$ cat src/rtl/serial_adder_ctrl_if.sv
// Handshake bundle for serial_adder_ctrl: operand side (in_*) and result side (out_*).
// The op field exists only when SERIAL_ADDER_SUB_EN is defined.
interface serial_adder_ctrl_if #(
  parameter int WORDS = 4
);
  localparam int W = 4 * WORDS;

  logic         in_valid;
  logic         in_ready;
  logic [W-1:0] a;
  logic [W-1:0] b;
  logic         cin;
`ifdef SERIAL_ADDER_SUB_EN
  logic         op;
`endif
  logic         out_valid;
  logic         out_ready;
  logic [W-1:0] sum;
  logic         cout;
  logic         busy;

  // Environment view: produces operands, consumes results.
  modport master (
    output in_valid, a, b, cin,
`ifdef SERIAL_ADDER_SUB_EN
    output op,
`endif
    output out_ready,
    input  in_ready, out_valid, sum, cout, busy
  );

  // Adder view: consumes operands, produces results.
  modport slave (
    input  in_valid, a, b, cin,
`ifdef SERIAL_ADDER_SUB_EN
    input  op,
`endif
    input  out_ready,
    output in_ready, out_valid, sum, cout, busy
  );
endinterface

$ cat src/rtl/serial_adder_ctrl.sv
// Nibble-serial adder: one 4-bit ripple slice, LS nibble first, carry registered between cycles.
// Optional subtraction mode is enabled by defining SERIAL_ADDER_SUB_EN.
module serial_adder_ctrl #(
  parameter int WORDS = 4
) (
  input  logic                 clk,
  input  logic                 rst,
  serial_adder_ctrl_if.slave   bus,
  output logic [1:0]           state_dbg
);
  localparam int W  = 4 * WORDS;
  localparam int IW = (WORDS > 1) ? $clog2(WORDS) : 1;

  typedef enum logic [1:0] {
    IDLE = 2'd0,
    RUN  = 2'd1,
    DONE = 2'd2
  } state_t;

  state_t          state_q, state_d;
  logic [IW-1:0]   idx_q;
  logic            carry_q;
  logic [W-1:0]    a_q, b_q, sum_q;
  logic            cout_q;
`ifdef SERIAL_ADDER_SUB_EN
  logic            op_q;
`endif

  logic [W-1:0]    a_sh, b_sh;
  logic [3:0]      a_nib, b_nib, slice_s;
  logic            slice_c, c;
  logic            last;

  assign last = (idx_q == IW'(WORDS - 1));

  // 4-bit ripple-carry slice fed by the nibble selected by idx.
  always_comb begin
    a_sh  = a_q >> {idx_q, 2'b00};
    b_sh  = b_q >> {idx_q, 2'b00};
    a_nib = a_sh[3:0];
`ifdef SERIAL_ADDER_SUB_EN
    b_nib = b_sh[3:0] ^ {4{op_q}};
`else
    b_nib = b_sh[3:0];
`endif
    slice_s = 4'd0;
    c       = carry_q;
    for (int i = 0; i < 4; i++) begin
      slice_s[i] = a_nib[i] ^ b_nib[i] ^ c;
      c          = (a_nib[i] & b_nib[i]) | (c & (a_nib[i] ^ b_nib[i]));
    end
    slice_c = c;
  end

  // Both ports use valid/ready: a transfer happens on a rising edge where valid and ready
  // are both high; a result stays stable on sum/cout while out_valid waits for out_ready.
  always_comb begin
    state_d = state_q;
    case (state_q)
      IDLE:    if (bus.in_valid) state_d = RUN;
      RUN:     if (last) state_d = DONE;
      DONE:    if (bus.out_ready) state_d = IDLE;
      default: state_d = IDLE;
    endcase
  end

  always_ff @(posedge clk) begin
    if (rst) begin
      state_q <= IDLE;
      idx_q   <= '0;
      carry_q <= 1'b0;
      a_q     <= '0;
      b_q     <= '0;
      sum_q   <= '0;
      cout_q  <= 1'b0;
`ifdef SERIAL_ADDER_SUB_EN
      op_q    <= 1'b0;
`endif
    end else begin
      state_q <= state_d;
      case (state_q)
        IDLE: begin
          if (bus.in_valid) begin
            a_q   <= bus.a;
            b_q   <= bus.b;
            idx_q <= '0;
            sum_q <= '0;
`ifdef SERIAL_ADDER_SUB_EN
            op_q    <= bus.op;
            carry_q <= bus.op ? 1'b1 : bus.cin;
`else
            carry_q <= bus.cin;
`endif
          end
        end
        RUN: begin
          // sum was cleared on accept, so OR-ing the shifted nibble writes it in place.
          sum_q   <= sum_q | (W'(slice_s) << {idx_q, 2'b00});
          carry_q <= slice_c;
          if (last) cout_q <= slice_c;
          else      idx_q  <= idx_q + IW'(1);
        end
        default: ;
      endcase
    end
  end

  assign bus.in_ready  = (state_q == IDLE);
  assign bus.out_valid = (state_q == DONE);
  assign bus.busy      = (state_q == RUN) || (state_q == DONE);
  assign bus.sum       = sum_q;
  assign bus.cout      = cout_q;
  assign state_dbg     = state_q;
endmodule

$ cat src/flat_wrapper.sv
// flat-port wrapper written by rule: the top's interface ports become plain ports
module serial_adder_ctrl_flat 
#(
  parameter int WORDS = 4
)
  (clk, rst, state_dbg, bus_in_valid, bus_a, bus_b, bus_cin, bus_out_ready, bus_in_ready, bus_out_valid, bus_sum, bus_cout, bus_busy);
  serial_adder_ctrl_if #(.WORDS(WORDS)) bus_i ();
  input  logic clk;
  input  logic rst;
  output logic [1:0] state_dbg;
  input wire logic [$bits(bus_i.in_valid)-1:0] bus_in_valid;
  input wire logic [$bits(bus_i.a)-1:0] bus_a;
  input wire logic [$bits(bus_i.b)-1:0] bus_b;
  input wire logic [$bits(bus_i.cin)-1:0] bus_cin;
  input wire logic [$bits(bus_i.out_ready)-1:0] bus_out_ready;
  output wire logic [$bits(bus_i.in_ready)-1:0] bus_in_ready;
  output wire logic [$bits(bus_i.out_valid)-1:0] bus_out_valid;
  output wire logic [$bits(bus_i.sum)-1:0] bus_sum;
  output wire logic [$bits(bus_i.cout)-1:0] bus_cout;
  output wire logic [$bits(bus_i.busy)-1:0] bus_busy;
  assign bus_i.in_valid = bus_in_valid;
  assign bus_i.a = bus_a;
  assign bus_i.b = bus_b;
  assign bus_i.cin = bus_cin;
  assign bus_i.out_ready = bus_out_ready;
  assign bus_in_ready = bus_i.in_ready;
  assign bus_out_valid = bus_i.out_valid;
  assign bus_sum = bus_i.sum;
  assign bus_cout = bus_i.cout;
  assign bus_busy = bus_i.busy;
  serial_adder_ctrl #(.WORDS(WORDS)) u_core (.clk(clk), .rst(rst), .bus(bus_i), .state_dbg(state_dbg));
endmodule
$ cat config.mk
export PLATFORM = sky130hd
export DESIGN_NAME = serial_adder_ctrl_flat
export DESIGN_NICKNAME = d
export VERILOG_FILES = /design/src/rtl/serial_adder_ctrl_if.sv /design/src/rtl/serial_adder_ctrl.sv /design/src/flat_wrapper.sv
export SDC_FILE = /design/constraint.sdc
export NUM_CORES = 1
export LEC_CHECK = 0
export ABC_CLOCK_PERIOD_IN_PS = 3010
export BUFFER_PORTS_ARGS = -buffer_cell sky130_fd_sc_hd__buf_4
export CORE_MARGIN = 2
export CORE_UTILIZATION = 45
export CTS_BUF_LIST = sky130_fd_sc_hd__clkbuf_8 sky130_fd_sc_hd__clkbuf_16
export DETAILED_ROUTE_END_ITERATION = 6
export GPL_TIMING_DRIVEN = 0
export PLACE_DENSITY_LB_ADDON = 0.05
export SLEW_MARGIN = 20
export SYNTH_ARGS = -nofsm -noshare
export SYNTH_HDL_FRONTEND = slang
export SYNTH_SLANG_ARGS = --single-unit
$ cat constraint.sdc
create_clock -name clk -period 3.01 [get_ports clk]
set_input_delay 0.602 -clock clk [delete_from_list [all_inputs] [get_ports clk]]
set_output_delay 0.602 -clock clk [all_outputs]
set_load 0.03 [all_outputs]
[Word-level counts from Yosys, hierarchy flattened]
Index checks and enable logic that the tools add are counted.
Word-level totals
  register bits after elaboration: 54
  logic and storage cells: 58
Cells by class
  add/sub/neg operators: 1
  equal/unequal tests: 7
  shift-type cells: 3
  multiplexer cells: 11
  bitwise gates (word level): 21
  reductions and logical operators: 8
Operators with widths (number)
  $pmux 16 s2: 1
  $shr 16x4->4: 2
  $mux 16: 1
  $or 16x16->16: 1
  $shl 4x4->16: 1
  $mux 2: 5
  $and 1x1->1: 8
  $xor 1x1->1: 8
  $ne 2x2->1 const B: 3
  $pmux 2 s3: 1
  $reduce_and 2->1: 3
  $reduce_and 3->1: 2
  $eq 2x2->1 const B: 2
  $or 1x1->1: 4
  $pmux 2 s2: 1
  $add 2x1->2 const B: 1
  $eq 2x1->1 const B: 1
  $logic_not 2->1: 1
  $ne 2x1->1 const B: 1
  $pmux 1 s2: 1
  $reduce_bool 2->1: 1
  $logic_or 1x1->1: 1
  $mux 1: 1

[Longest topological paths before layout]
Gate-level depths: netlist of run 1.
  depth after elaboration: 12
  depth in mapped cells: 12

[Least setup slack after synthesis of run 1]
Ideal clock, no wire load.
  path type: reg2reg
  start point: reg u_core.idx_q[0]
  end point: reg u_core.sum_q[15] (netlist: u_core.bus.sum[15])
  setup time: 117 ps
  data arrival time: 2598 ps
  required time: 2893 ps
  path slack: 295 ps
  cell stages (with the launch flop): 13
  path buffers: 1
  period minus slack after synthesis: 2715 ps
  path through: dfxtp_1 buf_4 mux4_2 inv_1 fa_1 inv_1 fa_1 inv_1 fa_1 inv_1 fa_1 a41oi_1 nor2_1
On the way
  cells in the longest elaborated chain, start to end: 12
  elaborated cells between the ends (all ways): 19
  those cells by class: shift (3); mux (1); bitwise (15)
Ends and longest elaborated chain
  from (decl): RTL line serial_adder_ctrl.sv:21  | logic [IW-1:0] idx_q;
  from (signal assigned): RTL line serial_adder_ctrl.sv:101  | else idx_q <= idx_q + IW'(1);
  $shr 16x4->4, on equally long branches: RTL line serial_adder_ctrl.sv:38, serial_adder_ctrl.sv:39
  $xor 1x1->1: RTL line serial_adder_ctrl.sv:50  | c = (a_nib[i] & b_nib[i]) | (c & (a_nib[i] ^ b_nib[i]));
  $and 1x1->1: RTL line serial_adder_ctrl.sv:50
  $or 1x1->1: RTL line serial_adder_ctrl.sv:50
  $and 1x1->1: RTL line serial_adder_ctrl.sv:50
  $or 1x1->1: RTL line serial_adder_ctrl.sv:50
  $and 1x1->1: RTL line serial_adder_ctrl.sv:50
  $or 1x1->1: RTL line serial_adder_ctrl.sv:50
  $xor 1x1->1: RTL line serial_adder_ctrl.sv:49  | slice_s[i] = a_nib[i] ^ b_nib[i] ^ c;
  $shl 4x4->16 *: RTL line serial_adder_ctrl.sv:98  | sum_q <= sum_q | (W'(slice_s) << {idx_q, 2'b00});
  $or 16x16->16 *: RTL line serial_adder_ctrl.sv:98
  $pmux 16 s2 *: RTL line serial_adder_ctrl.sv:81  | case (state_q)
  to (signal assigned): RTL line serial_adder_ctrl.sv:98
  to (decl): RTL line serial_adder_ctrl.sv:23  | logic [W-1:0] a_q, b_q, sum_q;
Mark *: on every way between the ends. The rest lies on a longest branch, timed or not.
A chain may end at the register's enable or synchronous reset.

[Final worst setup path of run 1]
Same ends and word-level chain as after synthesis.

==> metrics, run 1 <==
status=finished, final reports clean; area fraction in compound gates after synthesis=14.8%; fin nets=roughly 370; Starting Density=46.0%; total wire length=roughly 5000 um; initial antenna violation count=0; CTS clk-pin slew, worst paths=around 90 ps; CP cell instances=buf_6, mux4_2, inv_1, fa_1, inv_1, fa_1, inv_1, fa_1, inv_1, fa_2, a41oi_1, nor2_1; vias in the first global route=about 1700; mux cell area share after synthesis=under 10%; xor/xnor share of the synthesized area=0%; WL/cell=12.6 um; top fanout value on the critical path=7; top_reg_cell synth=dfxtp_1; Hold Path Class=reg2reg; first-pass GRT wire length=around 8100 um; Seq cells post-synth=54; Final Max Slew Viols=0; post-layout min period=2810 ps; crit end category=flop; IO Port Bufs=just under 60; number of buffers created by CTS=5; n_diodes=0; most frequent cells in the layout=nand2_1, buf_4, dfxtp_1; RSZ-0062 raised after global routing=no; Synth Warn #=0; hpwl dp=3740 um; WP data required=approximately 3200 ps; clock buffer depth=2; # rows=26; H-tree levels=2; Hold Path Origin=u_core.b_q[0]$_SDFFE_PP0P_; period utilization=93.2%; P_leak=1.23 nW; VDD IR max=216 uV; Hold Vio Cnt, Final=0; CORE AREA=5010 um2; slowest CP cell=fa_2; R2R Path End=u_core.bus.sum[15]$_SDFFE_PP0P_; Mapped Cells=between 200 and 300; # fillers=498; Post-synth EDFFs=0; worst skew pair latency=about 300 ps; hold path depth=2; reg2reg start=u_core.idx_q[0]$_SDFFE_PP0P_; Setup-failing EPs final=0; largest family of logic cells by synthesized area=simple AND/OR/NAND/NOR gates; DRC violations left=0; kind of critical path=reg2reg; Num Clock Sinks=54; share of layout cells above drive strength 1=between 20% and 30%; register area=roughly 1100 um2; Final TNS setup=0 ps; Power Density=479 nW/um2; r2r setup slk=200 ps; overall power consumption=about 1.4 mW; DRT Pass-1 Iters=4; Crit path largest cell delay=570 ps; CTS tree=built; Synth Area per Inst=9.00 um2; simple-gate share of the synthesized area=16.6%; measured slew at the worst slew-check pin=468 ps; Boundary Pins=59; RePlAce Congestion=0.793; max_cap viols=0; Adder-Cell Fraction of Synth Area=under 10%; floorplan die height=75.6 um; largest net degree at the start of global routing=16; Fmax=between 300 and 400 MHz; DR vias/cell=4.91; Root Driver=clkbuf_8; ANT nets after route=0; global route overflow=0; Hold Crit Endpoint=u_core.b_q[0]$_SDFFE_PP0P_; post-synthesis sequential area ratio=46.9%; via count=slightly below 2000; Slew HR=68.8%; DIE WIDTH=75.6 um; mapped cell area=about 2300 um2; R2R depth=12; count of different cell masters after synthesis=28; Syn Nets=301; Multi-input gate area=1080 um2; most common cell after layout, fill and taps aside=nand2_1; Initial DRC Count=84; Clock Skew=9.61 ps; total track usage=19.0%; Synth async-reset ratio=0%; Post-CTS Hold Buffers=0; full die area=5710 um2; most used cell, CP=inv_1; area grow syn2layout=27.5%; Critical Path Start Type=flop; Worst EP arrival=just over 3000 ps
-- worst max path at each step --
stage | startpoint | end | slack [ps] | cells past startpoint
after floorplan | u_core.idx_q[0]$_SDFFE_PP0P_ | u_core.bus.sum[15]$_SDFFE_PP0P_ | 300 | 12
after global placement | u_core.idx_q[0]$_SDFFE_PP0P_ | u_core.bus.sum[15]$_SDFFE_PP0P_ | 90 | 10
after detailed placement | u_core.idx_q[0]$_SDFFE_PP0P_ | u_core.bus.sum[15]$_SDFFE_PP0P_ | 50 | 12
after CTS | u_core.idx_q[0]$_SDFFE_PP0P_ | u_core.bus.sum[15]$_SDFFE_PP0P_ | 40 | 12
after global routing | u_core.idx_q[0]$_SDFFE_PP0P_ | u_core.bus.sum[15]$_SDFFE_PP0P_ | 50 | 12
final | u_core.idx_q[0]$_SDFFE_PP0P_ | u_core.bus.sum[15]$_SDFFE_PP0P_ | 200 | 12
-- cell families after synthesis --
group / count (synthesis)
fa+ha+maj: 8
simple gates: 95
flops: 54
buf+inv: 29
mux: 12
compound gates: 58
-- where the power goes --
| part | total [mW] | internal (mW) | leakage (nW) | switching (mW) |
|---|---|---|---|---|
| sequential | 0.768 | 0.750 | 0.442 | 0.0184 |
| combinational | 0.258 | 0.116 | 0.750 | 0.142 |
| clock | 0.379 | 0.157 | 0.0414 | 0.223 |
| total | 1.41 | 1.02 | 1.23 | 0.383 |
-- stage by stage --
step	hold WS, ps	util, %	setup slack [ps]	area (um2)	cells
after floorplan	433	-	295	2300	256
after global placement	440	56.4	93.1	2830	384
after detailed placement	447	56.4	53.7	2830	384
after CTS	459	58.0	39.4	2910	391
after global routing	476	58.6	45.5	2940	394
final	458	58.6	205	2940	394
-- synthesized netlist by cell type, types with 2 or more instances --
cell,instances,area share (%)
nand2_1,65,11
inv_1,13,2.1
a31oi_1,13,3.5
clkbuf_1,6,0.98
fa_1,4,3.5
nor2b_1,3,0.81
buf_4,2,0.65
ha_1,4,2.2
a21oi_1,35,7.6
buf_6,3,1.5
nand2b_1,3,0.81
nor2_1,19,3.1
o21ai_0,2,0.43
mux4_2,8,7.8
and2_1,2,0.54
a41oi_1,4,1.5
buf_2,4,0.87
mux2i_1,3,1.3
dfxtp_1,54,47
-- cell type report --
cell class,instances,share of cell area (%)
buffer,16,3.36
clock buffer,5,2.34
clock inverter,2,0.383
inverter,13,1.66
multi-input combinational,173,36.8
sequential,54,36.8
tap,70,2.98
timing repair buffer,61,15.6
-- flip-flops by register name (all words and copies together), names as in the netlist --
| signal | flops |
|---|---|
| u_core.a_q | 16 |
| u_core.b_q | 16 |
| u_core.bus.cout | 1 |
| u_core.bus.sum | 16 |
| u_core.carry_q | 1 |
| u_core.idx_q | 2 |
| u_core.state_dbg | 2 |
-- timing repair --
item,CTS,global route
endpoints found under the setup margin,0,4
gates resized for setup,0,3
setup buffers,0,3
-- critical path, delay by kind of cell (launching register included) --
family                   cells  cell delay, ps
flip-flops                   1             360
buffers and inverters        5             420
multiplexers                 1             500
adder cells (fa/ha/maj)      4            1230
AND/OR/NAND/NOR              1             100
AO/OA/AOI/OAI                1             120
-- routing by layer --
layer / part of all wire, % / track usage [%]
met5: 0 / 0
met2: 47 / 29.9
met1: 48 / 26.9
met3: 4.1 / 4.37
met4: 0.54 / 4.68
Note: power is estimated with default switching activity, not from simulation.
==> inputs of run 2 (changes only) <==
--- a/config.mk
+++ b/config.mk
@@ -12,7 +12,7 @@
 export CTS_BUF_LIST = sky130_fd_sc_hd__clkbuf_8 sky130_fd_sc_hd__clkbuf_16
 export DETAILED_ROUTE_END_ITERATION = 6
 export GPL_TIMING_DRIVEN = 0
-export PLACE_DENSITY_LB_ADDON = 0.05
+export PLACE_DENSITY = 0.72
 export SLEW_MARGIN = 20
 export SYNTH_ARGS = -nofsm -noshare
 export SYNTH_HDL_FRONTEND = slang
==> metrics, run 2 (synthesis results as in run 1) <==
status=finished, final reports clean; period utilization=95.1% (+1.9 points); total track usage=19.7% (+0.64 points); Buf+Inv Stages, Crit Path=5 (unchanged); CORE AREA=5010 um2 (unchanged); hpwl dp=3840 um (+2.6%); area grow syn2layout=29.0%; via count=1961 (+1.3%); Num Clock Sinks=54 (unchanged); DR vias/cell=4.96 (+1.1%); Fmax=349 MHz (-2.0%); vias in the first global route=1853 (+12%); DRT Pass-1 Iters=4 (unchanged); fin nets=370 (+0.27%); Critical Path Start Type=flop; floorplan die height=75.6 um (unchanged); Initial DRC Count=73 (-13%); WL/cell=12.8 um (+1.9%); Final TNS setup=0 ps (unchanged); Hold Path Class=reg2reg; Clk pwr share=32.3% (+5.3 points); Starting Density=46.0% (unchanged); RSZ-0062 raised after global routing=no; initial antenna violation count=0 (unchanged); Final Max Slew Viols=0 (unchanged); Root Driver=clkbuf_8; max_cap viols=0 (unchanged); CTS tree=built; first-pass GRT wire length=8400 um (+3.1%); CP cell instances=buf_6, mux4_2, inv_1, fa_1, inv_1, fa_1, inv_1, fa_1, inv_1, fa_1, a41oi_1, nor2_1; crit end category=flop; Slew HR=68.3% (-0.51 points); NetSw=0.383 mW (about the same); Hold Vio Cnt, Final=0 (unchanged); global route overflow=0 (unchanged); most common cell after layout, fill and taps aside=nand2_1; total wire length=5070 um (+2.1%); measured slew at the worst slew-check pin=476 ps (+7.72 ps); DRC violations left=0 (unchanged); Boundary Pins=59 (unchanged); Post-CTS Hold Buffers=0 (unchanged); Clock Skew=7.20 ps (-2.41 ps); ANT nets after route=0 (unchanged); slowest CP cell=mux4_2; CTS clk-pin slew, worst paths=90 ps (about the same); VDD IR max=262 uV (+21%); Worst EP arrival=3070 ps (+30 ps); register share of total power=50.7% (-3.9 points); n_diodes=0 (unchanged); Crit path largest cell delay=520 ps (-50 ps); clock buffer depth=2 (unchanged); RePlAce Congestion=0.796 (+0.32%); Setup-failing EPs final=0 (unchanged); fraction of power spent switching nets=25.3% (-2.0 points); worst skew pair latency=300 ps (about the same); # rows=26 (unchanged); post-layout min period=2860 ps (+58.5 ps); Combinational Power Share=16.9% (-1.5 points); most frequent cells in the layout=nand2_1, buf_4, dfxtp_1; share of layout cells above drive strength 1=27.4% (-0.085 points); top fanout value on the critical path=7 (unchanged); P_leak=1.26 nW (+1.9%); full die area=5710 um2 (unchanged); IO Port Bufs=58 (unchanged); r2r setup slk=150 ps (-60 ps); largest net degree at the start of global routing=16 (unchanged); WP data required=3210 ps (-30 ps); H-tree levels=2 (unchanged); number of buffers created by CTS=5 (unchanged); crit-path leading delay family=adder cells; final core utilization=59.4% (+0.72 points); DIE WIDTH=75.6 um (unchanged); kind of critical path=reg2reg; Pint=1.13 mW (+11%); Power Density=510 nW/um2 (+6.5%)
[run 2: repair_timing]
action,CTS,global route
gates resized for setup,0,1
endpoints found under the setup margin,0,2
buffers inserted,0,4
[run 2: cell type report]
type	instances	area [um2]
Buffer	16	98.8
Clock buffer	6	82.6
Multi-Input combinational cell	173	1080
Tap cell	70	87.6
Timing Repair Buffer	62	465
Clock inverter	1	30.0
Inverter	13	48.8
Fill cell	496	2040
Sequential cell	54	1080
[run 2: worst paths after layout]
kind,from,endpoint,depth (start not counted)
max,u_core.idx_q[0]$_SDFFE_PP0P_,u_core.bus.sum[15]$_SDFFE_PP0P_,12
min,u_core.a_q[2]$_SDFFE_PP0P_,u_core.a_q[2]$_SDFFE_PP0P_,2
max reg2reg,u_core.idx_q[0]$_SDFFE_PP0P_,u_core.bus.sum[15]$_SDFFE_PP0P_,12
min reg2reg,u_core.a_q[2]$_SDFFE_PP0P_,u_core.a_q[2]$_SDFFE_PP0P_,2
[run 2: stage by stage]
| stage | hold WS [ps] | worst slack, ps | cell area [um2] | instances | power [mW] |
|---|---|---|---|---|---|
| CTS | 456 | 56.2 | 2940 | 391 | 1.52 |
| finish | 456 | 146 | 2970 | 395 | 1.52 |
| global placement | 439 | 94.6 | 2830 | 384 | 1.03 |
| floorplan | 433 | 295 | 2300 | 256 | 0.947 |
| global route | 471 | 23.0 | 2970 | 395 | 1.60 |
| detailed placement | 443 | 77.0 | 2830 | 384 | 1.04 |
[run 2: metal layers]
layer  GRT usage, %  wire (um)  vias to the layer above
li1               -          -                      996
met1           24.1       2230                      913
met2           34.5       2560                       46
met3           5.03        237                        6
met4           5.26         51                        0
met5              0          0                        -
[run 2: worst reg2reg max path, cell delays in order (launching register included)]
cell     delay, ps
dfxtp_1        360
buf_6          140
mux4_2         520
inv_1           90
fa_1           160
inv_1           50
fa_1           350
inv_1           80
fa_1           150
inv_1           50
fa_1           520
a41oi_1        230
nor2_1          60
[run 2: power by group through the flow]
stage          logic (mW)  registers (mW)  clock network (mW)
2_1_floorplan       0.155           0.791                   0
3_3_place_gp        0.251           0.783                   0
3_5_place_dp        0.253           0.786                   0
4_1_cts             0.255           0.769               0.498
5_1_grt             0.287           0.774               0.535
6_report            0.257           0.769               0.490
==> inputs of run 3 (changes only) <==
--- a/config.mk
+++ b/config.mk
@@ -5,14 +5,13 @@
 export SDC_FILE = /design/constraint.sdc
 export NUM_CORES = 1
 export LEC_CHECK = 0
-export ABC_CLOCK_PERIOD_IN_PS = 3010
 export BUFFER_PORTS_ARGS = -buffer_cell sky130_fd_sc_hd__buf_4
 export CORE_MARGIN = 2
 export CORE_UTILIZATION = 45
 export CTS_BUF_LIST = sky130_fd_sc_hd__clkbuf_8 sky130_fd_sc_hd__clkbuf_16
 export DETAILED_ROUTE_END_ITERATION = 6
 export GPL_TIMING_DRIVEN = 0
-export PLACE_DENSITY = 0.72
+export PLACE_DENSITY = 0.74
 export SLEW_MARGIN = 20
 export SYNTH_ARGS = -nofsm -noshare
 export SYNTH_HDL_FRONTEND = slang
==> constraint.sdc (replaced) <==
create_clock -name clk -period 2.55 [get_ports clk]
set_input_delay 0.51 -clock clk [delete_from_list [all_inputs] [get_ports clk]]
set_output_delay 0.51 -clock clk [all_outputs]
set_load 0.03 [all_outputs]
==> metrics, run 3 (synthesis results as in run 1) <==
fin nets=371 (+0.27%); post-route cell area=3000 um2 (+0.84%); hold path depth=3 (+1); floorplan die height=75.6 um (unchanged); total track usage=19.3% (-0.38 points); crit end category=flop; worst skew pair latency=300 ps (about the same); placed cells=384 (unchanged); via count=1987 (+1.3%); r2r setup slk=-200 ps (-350 ps); R2R Path End=u_core.bus.sum[15]$_SDFFE_PP0P_; worst hold slack=442 ps (-13.3 ps); Initial DRC Count=67 (-8.2%); clock buffer depth=2 (unchanged); Starting Density=46.0% (unchanged); hpwl dp=3800 um (-1.2%); Setup-failing EPs final=6 (+6); final worst slack=-199 ps (-345 ps); Hold Crit Endpoint=u_core.a_q[1]$_SDFFE_PP0P_; met3 usage=3.44% (-1.6 points); WL/cell=12.8 um (about the same); Worst EP arrival=3000 ps (-70 ps); most frequent cells in the layout=nand2_1, buf_4, dfxtp_1; full die area=5710 um2 (unchanged); Power Density=591 nW/um2 (+16%); VDD IR max=301 uV (+15%); share of layout cells above drive strength 1=31.2% (+3.8 points); Hold Path Class=in2reg; Boundary Pins=59 (unchanged); DIE WIDTH=75.6 um (unchanged); RSZ-0062 raised after global routing=yes; Critical Path Start Type=flop; first-pass GRT wire length=8340 um (-0.65%); kind of critical path=reg2reg; Clock Skew=7.83 ps (+0.631 ps); reg2reg start=u_core.idx_q[0]$_SDFFE_PP0P_; DRT Pass-1 Iters=4 (unchanged); RePlAce Congestion=0.794 (-0.23%); P_leak=1.26 nW (+0.13%); Most Crowded Layer GR=met2; global routing usage on met2=34.3% (-0.19 points); vias in the first global route=1869 (+0.86%); Hold Path Origin=bus_a[1]; Non-Filler Instances=397 (+0.51%); Placed Area=2840 um2 (+0.53%); Num Clock Sinks=54 (unchanged); ANT nets after route=0 (unchanged); H-tree levels=2 (unchanged); DRC violations left=0 (unchanged); Fmax=364 MHz (+4.2%); top fanout value on the critical path=7 (unchanged); most common cell after layout, fill and taps aside=nand2_1; DR vias/cell=5.01 (+0.82%); Hold Vio Cnt, Final=0 (unchanged); total wire length=5100 um (+0.49%); measured slew at the worst slew-check pin=505 ps (+29.2 ps); met1 Usage GRT=23.6% (-0.48 points); CORE AREA=5010 um2 (unchanged); number of buffers created by CTS=5 (unchanged); Slew HR=66.3% (-1.9 points); Final Max Slew Viols=0 (unchanged); initial antenna violation count=0 (unchanged); WP data required=2800 ps (-410 ps); CTS clk-pin slew, worst paths=90 ps (about the same); CTS tree=built; # rows=26 (unchanged); R2R depth=12 (unchanged); failing checks=setup timing; area grow syn2layout=30.1%; period utilization=108% (+13 points); n_diodes=0 (unchanged); post-layout min period=2750 ps (-115 ps); IO Port Bufs=58 (unchanged); status=complete, but fails checks; largest net degree at the start of global routing=16 (unchanged); Root Driver=clkbuf_8; global route overflow=0 (unchanged); max_cap viols=0 (unchanged)
[run 3: timing repair]
item                                    in CTS  in global routing
hold endpoints to repair                     0                  0
pin swaps                                    5                  3
resized for setup                            8                  2
cloned                                       0                  0
setup buffers                                2                  3
endpoints found under the setup margin      10                 10
hold buffers                                 0                  0
[run 3: how the worst max path moves through the flow]
stage | start | slack, ps | to
floorplan | u_core.idx_q[0]$_SDFFE_PP0P_ | -90 | u_core.bus.sum[15]$_SDFFE_PP0P_
global placement | u_core.idx_q[0]$_SDFFE_PP0P_ | -250 | u_core.bus.sum[15]$_SDFFE_PP0P_
detailed placement | u_core.idx_q[0]$_SDFFE_PP0P_ | -260 | u_core.bus.sum[15]$_SDFFE_PP0P_
CTS | u_core.idx_q[0]$_SDFFE_PP0P_ | -220 | u_core.bus.sum[11]$_SDFFE_PP0P_
global route | u_core.idx_q[0]$_SDFFE_PP0P_ | -310 | u_core.bus.sum[15]$_SDFFE_PP0P_
finish | u_core.idx_q[0]$_SDFFE_PP0P_ | -200 | u_core.bus.sum[15]$_SDFFE_PP0P_
[run 3: per-layer routing]
layer,part of all wire [%],up-vias
met5,0,-
met4,0.88,0
met3,4.4,4
met2,50,41
met1,45,936
li1,-,1006
[run 3: through the flow]
step	TNS, ps	power, mW	setup slack (ps)	util, %
3_5_place_dp	-1220	1.23	-260	56.7
2_1_floorplan	-282	1.12	-89.2	-
3_3_place_gp	-1040	1.22	-249	56.7
6_report	-863	1.77	-199	59.9
5_1_grt	-1560	1.86	-312	59.9
4_1_cts	-941	1.78	-215	59.4
[run 3: cell type report]
| class | count | area, um2 |
|---|---|---|
| multi-input cells | 173 | 1100 |
| flip-flops and latches | 54 | 1080 |
| inverters | 13 | 48.8 |
| repair buffers | 63 | 473 |
| well taps | 70 | 87.6 |
| clock inverters | 3 | 37.5 |
| fillers | 474 | 2010 |
| plain buffers | 16 | 103 |
| clock buffers | 5 | 68.8 |
[run 3: critical path, cell delays in order (launching register included)]
cell and delay [ps]:
dfxtp_2 360, buf_8 130, mux4_2 520, inv_2 70, fa_2 190, inv_2 40
fa_2 320, inv_2 60, fa_2 180, inv_2 40, fa_2 590, a41oi_2 110
nor2_1 90
[run 3: where the power goes]
group          total (mW)  switching [mW]  leakage (nW)  internal (mW)
Sequential          0.907          0.0213         0.442          0.886
Clock               0.554           0.267        0.0607          0.286
Combinational       0.313           0.170         0.755          0.142
